File: src/rtl/bin2bcd_pkg.sv
// Shared definitions for the sequential binary-to-BCD converter.
// State encoding, BCD digit width and the add-3 correction threshold.
package bin2bcd_pkg;

    localparam int BCD_DIGIT_W = 4;
    localparam logic [BCD_DIGIT_W-1:0] ADD3_THRESH = 4'd5;

    typedef enum logic [1:0] {
        ST_IDLE  = 2'd0,
        ST_SHIFT = 2'd1,
        ST_DONE  = 2'd2
    } state_t;

endpackage

File: src/rtl/bcd_add3.sv
// Combinational double-dabble digit corrector: digits of 5 or more get +3
// so that the following left shift carries correctly into the next digit.
module bcd_add3
    import bin2bcd_pkg::*;
(
    input  logic [BCD_DIGIT_W-1:0] i_digit,
    output logic [BCD_DIGIT_W-1:0] o_digit
);

    assign o_digit = (i_digit >= ADD3_THRESH) ? i_digit + BCD_DIGIT_W'(3) : i_digit;

endmodule

File: src/rtl/bin2bcd_seq.sv
// Sequential shift-and-add-3 binary-to-BCD converter, one bit per clock.
// Define BIN2BCD_BLANK_EN to add the registered leading-zero mask output "blank".
module bin2bcd_seq
    import bin2bcd_pkg::*;
#(
    parameter int WIDTH  = 8,
    parameter int DIGITS = 3
) (
    input  logic                          CLOCK_50,
    input  logic                          rst_n,
    input  logic                          start,
    input  logic [WIDTH-1:0]              bin_in,
    output logic                          busy,
    output logic                          done,
    output logic [BCD_DIGIT_W*DIGITS-1:0] bcd_out,
`ifdef BIN2BCD_BLANK_EN
    output logic [DIGITS-1:0]             blank,
`endif
    output logic [1:0]                    o_dbg_state
);

    localparam int SCR_W = BCD_DIGIT_W * DIGITS;
    localparam int CNT_W = $clog2(WIDTH + 1);

    // Handshake: start is a level sampled every cycle but only accepted in
    // IDLE or DONE; busy is high exactly in SHIFT, done is a one-cycle pulse
    // in DONE, and bcd_out only changes on the edge that enters DONE.

    state_t             r_state;
    state_t             w_next_state;
    logic [WIDTH-1:0]   r_shift;
    logic [SCR_W-1:0]   r_scratch;
    logic [CNT_W-1:0]   r_count;
    logic [SCR_W-1:0]   r_bcd;
    logic [SCR_W-1:0]   w_corrected;
    logic [SCR_W-1:0]   w_scratch_next;
    logic               w_unused_carry;
    logic               w_last;
    logic               w_accept;

    genvar g;
    generate
        for (g = 0; g < DIGITS; g++) begin : g_add3
            bcd_add3 u_add3 (
                .i_digit(r_scratch[g*BCD_DIGIT_W +: BCD_DIGIT_W]),
                .o_digit(w_corrected[g*BCD_DIGIT_W +: BCD_DIGIT_W])
            );
        end
    endgenerate

    // The bit shifted out of the scratch MSB is always zero for legal parameters.
    assign {w_unused_carry, w_scratch_next} = {w_corrected, r_shift[WIDTH-1]};
    assign w_last   = (r_count == CNT_W'(WIDTH - 1));
    assign w_accept = start && ((r_state == ST_IDLE) || (r_state == ST_DONE));

    always_comb begin
        w_next_state = r_state;
        case (r_state)
            ST_IDLE:  if (start) w_next_state = ST_SHIFT;
            ST_SHIFT: if (w_last) w_next_state = ST_DONE;
            ST_DONE:  w_next_state = start ? ST_SHIFT : ST_IDLE;
            default:  w_next_state = ST_IDLE;
        endcase
    end

`ifdef BIN2BCD_BLANK_EN
    logic [DIGITS-1:0] r_blank;
    logic [DIGITS-1:0] w_blank_next;

    // Digit 0 is never blanked so that zero still shows a single "0".
    always_comb begin
        logic v_zero;
        w_blank_next = '0;
        v_zero       = 1'b1;
        for (int i = DIGITS - 1; i >= 1; i--) begin
            v_zero          = v_zero && (w_scratch_next[i*BCD_DIGIT_W +: BCD_DIGIT_W] == '0);
            w_blank_next[i] = v_zero;
        end
    end

    assign blank = r_blank;
`endif

    always_ff @(posedge CLOCK_50) begin
        if (!rst_n) begin
            r_state   <= ST_IDLE;
            r_shift   <= '0;
            r_scratch <= '0;
            r_count   <= '0;
            r_bcd     <= '0;
`ifdef BIN2BCD_BLANK_EN
            r_blank   <= '0;
`endif
        end else begin
            r_state <= w_next_state;
            if (w_accept) begin
                r_shift   <= bin_in;
                r_scratch <= '0;
                r_count   <= '0;
            end else if (r_state == ST_SHIFT) begin
                r_scratch <= w_scratch_next;
                r_shift   <= {r_shift[WIDTH-2:0], 1'b0};
                r_count   <= r_count + CNT_W'(1);
                if (w_last) begin
                    r_bcd <= w_scratch_next;
`ifdef BIN2BCD_BLANK_EN
                    r_blank <= w_blank_next;
`endif
                end
            end
        end
    end

    assign busy        = (r_state == ST_SHIFT);
    assign done        = (r_state == ST_DONE);
    assign bcd_out     = r_bcd;
    assign o_dbg_state = r_state;

endmodule

File: config.mk
export PLATFORM = sky130hd
export DESIGN_NAME = bin2bcd_seq
export DESIGN_NICKNAME = d
export VERILOG_FILES = /design/src/rtl/bin2bcd_pkg.sv /design/src/rtl/bcd_add3.sv /design/src/rtl/bin2bcd_seq.sv
export SDC_FILE = /design/constraint.sdc
export NUM_CORES = 1
export LEC_CHECK = 0
export CAP_MARGIN = 20
export CORE_MARGIN = 1
export CORE_UTILIZATION = 50
export CTS_BUF_LIST = sky130_fd_sc_hd__clkbuf_4
export CTS_CLUSTER_SIZE = 24
export DETAILED_ROUTE_END_ITERATION = 12
export GPL_TIMING_DRIVEN = 0
export HOLD_SLACK_MARGIN = 0.08
export PLACE_DENSITY_LB_ADDON = 0.05
export REMOVE_ABC_BUFFERS = 1
export SYNTH_ARGS = -nofsm -noshare
export SYNTH_HDL_FRONTEND = slang
export SYNTH_HIERARCHICAL = 1
export SYNTH_SLANG_ARGS = --single-unit
File: constraint.sdc
create_clock -name CLOCK_50 -period 1.6 [get_ports CLOCK_50]
set_clock_uncertainty 0.05 [all_clocks]
set_input_delay 0.48 -clock CLOCK_50 [delete_from_list [all_inputs] [get_ports CLOCK_50]]
set_output_delay 0.48 -clock CLOCK_50 [all_outputs]
set_load 0.05 [all_outputs]
==> flow_metrics.py <==
metrics = {
    "outcome": {
        "status": "finished with violations",
        "violations": "negative setup slack",
    },
    "clocking": {
        "clkSlewWorstSetupHoldPaths_ps": 110,
        "cts_buffers": 5,
        "cts_tree": "built",
        "cts_buffer_depth": 2,
        "cts.sinks": 38,
        "htreeDepth": 2,
        "clkLatencyLatePin_ps": 350,
        "cts_root_buffer": "clkbuf_4",
    },
    "placement": {
        "port_buffers": 26,
        "globalplace.congestion": 0.725,
        "pre_cts_ws_ps": -1310,
        "dp_hpwl_mm": 2.35,
    },
    "power": {
        "combPwrFrac_pct": 13.3,
        "power_density_mw_per_mm2": 805,
        "ir_worst_vdd_mv": 0.568,
        "p_sw_share_pct": 27.5,
        "pwr-share-clk_pct": 29.2,
        "leakagePower_nw": 0.835,
        "share_seq_of_total_power_pct": 57.6,
        "intPower_mw": 1.24,
        "p_sw_mw": 0.470,
    },
    "yosys": {
        "avgSynthCellArea_um2": 8.58,
        "postSynthCellCount": 198,
        "synth_warnings": 6,
        "synthesis.area_mm2": 0.00170,
    },
    "sta": {
        "finalSetupViolCount": 2,
        "slew_violations": 0,
        "holdWs_ps": 414,
        "hold_viol": 0,
        "rsz0062_at_grt": "true",
        "timing.final.ws_setup_ps": -27.2,
        "max_freq_ghz": 0.615,
        "fin_tns_setup_ps": -49.4,
        "fin_crit_sh_pct": 102,
        "period_minus_slack_ps": 1630,
        "timing.slew.headroom_pct": 74.4,
        "tightest_slew_ps": 383,
    },
    "grt": {
        "grt_pass1_vias": 1426,
        "grt_max_degree": 20,
        "grt_pass1_wl_mm": 6.27,
        "grt_usage_pct": 23.5,
        "antenna_found_initial": 0,
        "overflow": 0,
    },
    "critical_path": {
        "worstPathMaxFanout": 6,
        "end_kind": "output pin",
        "cp_slowest_cell": "dfxtp_4",
        "cpLargestDelayFamily": "flip-flops",
        "required_ps": 1070,
        "start_kind": "flop",
        "crit_arrival_ps": 1100,
        "worstPathCellList": "nand2b_4, inv_12, buf_12",
        "crit_type": "reg -> out",
        "worst-path-buf-inv": 2,
        "slowest_delay_ps": 370,
    },
    "floorplanning": {
        "die_w_um": 60.3,
        "floorplan.die_area_mm2": 0.00364,
        "placementRows": 20,
        "dieHeight_um": 60.3,
        "io_pins": 27,
        "start_util_pct": 54.3,
        "core_area_mm2": 0.00313,
    },
    "route": {
        "post_drt_wl_per_cell_um": 14.5,
        "drc_errors": 0,
        "postRouteAntennaNets": 0,
        "drt_pre_antenna_iters": 5,
        "drt_iter0_drc": 91,
        "wl_mm": 4.10,
        "vias_per_cell": 5.55,
        "vias": 1570,
    },
    "final_layout": {
        "fin_util_pct": 68.0,
        "area_growth_pct": 25.1,
        "nets": 256,
        "drive_gt1_share_pct": 23.4,
        "antenna_cells": 0,
        "fillers": 273,
    },
    "job": {
        "max_cap_viol_count": 0,
    },
    "hold_path": {
        "min_path_type": "reg -> reg",
    },
}
==> flip-flops by register name (all words and copies together) (netlist names) <==
register     cells
bcd_out         12
r_shift          8
r_scratch       12
r_count          4
o_dbg_state      2
==> final cells by class <==
type | instances | area, µm² | area share (%)
timing repair buffer | 37 | 287 | 13.5
multi-input combinational | 146 | 898 | 42.3
inverter | 8 | 46.3 | 2.18
sequential | 38 | 772 | 36.3
tap | 44 | 55.1 | 2.59
timing repair inverter | 2 | 13.8 | 0.647
clock inverter | 2 | 8.76 | 0.412
clock buffer | 6 | 45.0 | 2.12
==> worst reg2reg max path: stages (launching register included) <==
cell,delay (ps)
dfxtp_2,340
inv_1,100
ha_1,210
nand2b_1,90
a21oi_2,200
mux2i_1,250
nand3_1,90
a21oi_1,130
==> timing repair <==
item,4_1_cts,5_1_grt
pin swaps,1,5
gates resized for setup,88,16
setup buffers,2,9
gates cloned,2,3
hold buffers,0,0
endpoints found under the setup margin,53,19
==> cell usage in the layout, fill, tap and decap left out, types with 2 or more instances in the layout <==
| master | n |
|---|---|
| o21ai_0 | 9 |
| dfxtp_4 | 2 |
| a31oi_1 | 3 |
| dfxtp_1 | 33 |
| nand3b_1 | 2 |
| clkbuf_4 | 6 |
| nand2b_4 | 2 |
| nor2_1 | 6 |
| nor3_1 | 10 |
| dfxtp_2 | 3 |
| and2b_1 | 2 |
| buf_2 | 14 |
| o22ai_1 | 4 |
| a32o_1 | 9 |
| ha_1 | 6 |
| nand2b_1 | 5 |
| nand3_1 | 4 |
| clkdlybuf4s50_1 | 9 |
| xnor2_1 | 4 |
| a21oi_1 | 17 |
| a21oi_2 | 5 |
| inv_1 | 6 |
| nand2_1 | 43 |
| buf_4 | 11 |
| o21ai_1 | 2 |
| mux2i_1 | 4 |
==> worst paths after layout <==
check | slack, ps | to | start | cells after the start
max | -30 | busy | o_dbg_state[1]$_SDFFE_PN0P_ | 3
min | 410 | r_scratch[1]$_SDFFE_PP0N_ | r_scratch[1]$_SDFFE_PP0N_ | 2
max reg2reg | 70 | bcd_out[10]$_SDFFE_PN0P_ | r_scratch[9]$_SDFFE_PP0N_ | 7
min reg2reg | 410 | r_scratch[1]$_SDFFE_PP0N_ | r_scratch[1]$_SDFFE_PP0N_ | 2
==> power groups by stage <==
| stage | sequential, mW | clock, mW | combinational [mW] |
|---|---|---|---|
| after global placement | 1.01 | 0 | 0.168 |
| after CTS | 0.987 | 0.506 | 0.200 |
| final | 0.985 | 0.499 | 0.227 |
| after detailed placement | 1.01 | 0 | 0.173 |
| after global routing | 0.988 | 0.537 | 0.246 |
| after floorplan | 1.01 | 0 | 0.104 |
==> per-stage QoR <==
step	total power [mW]	std cells	area (µm²)
finish	1.71	283	2130
global route	1.77	283	2130
CTS	1.69	271	2040
detailed placement	1.18	259	1960
global placement	1.17	259	1960
floorplan	1.11	189	1640
==> per-layer routing <==
layer	vias up	routed length, µm	share of wire (%)	track usage (%)
li1	770	-	-	-
met1	755	1800	44	27.0
met2	39	2060	50	41.8
met3	6	199	4.8	6.93
met4	0	44	1.1	6.64
met5	-	0	0	0
(Power assumes the default switching activity.)
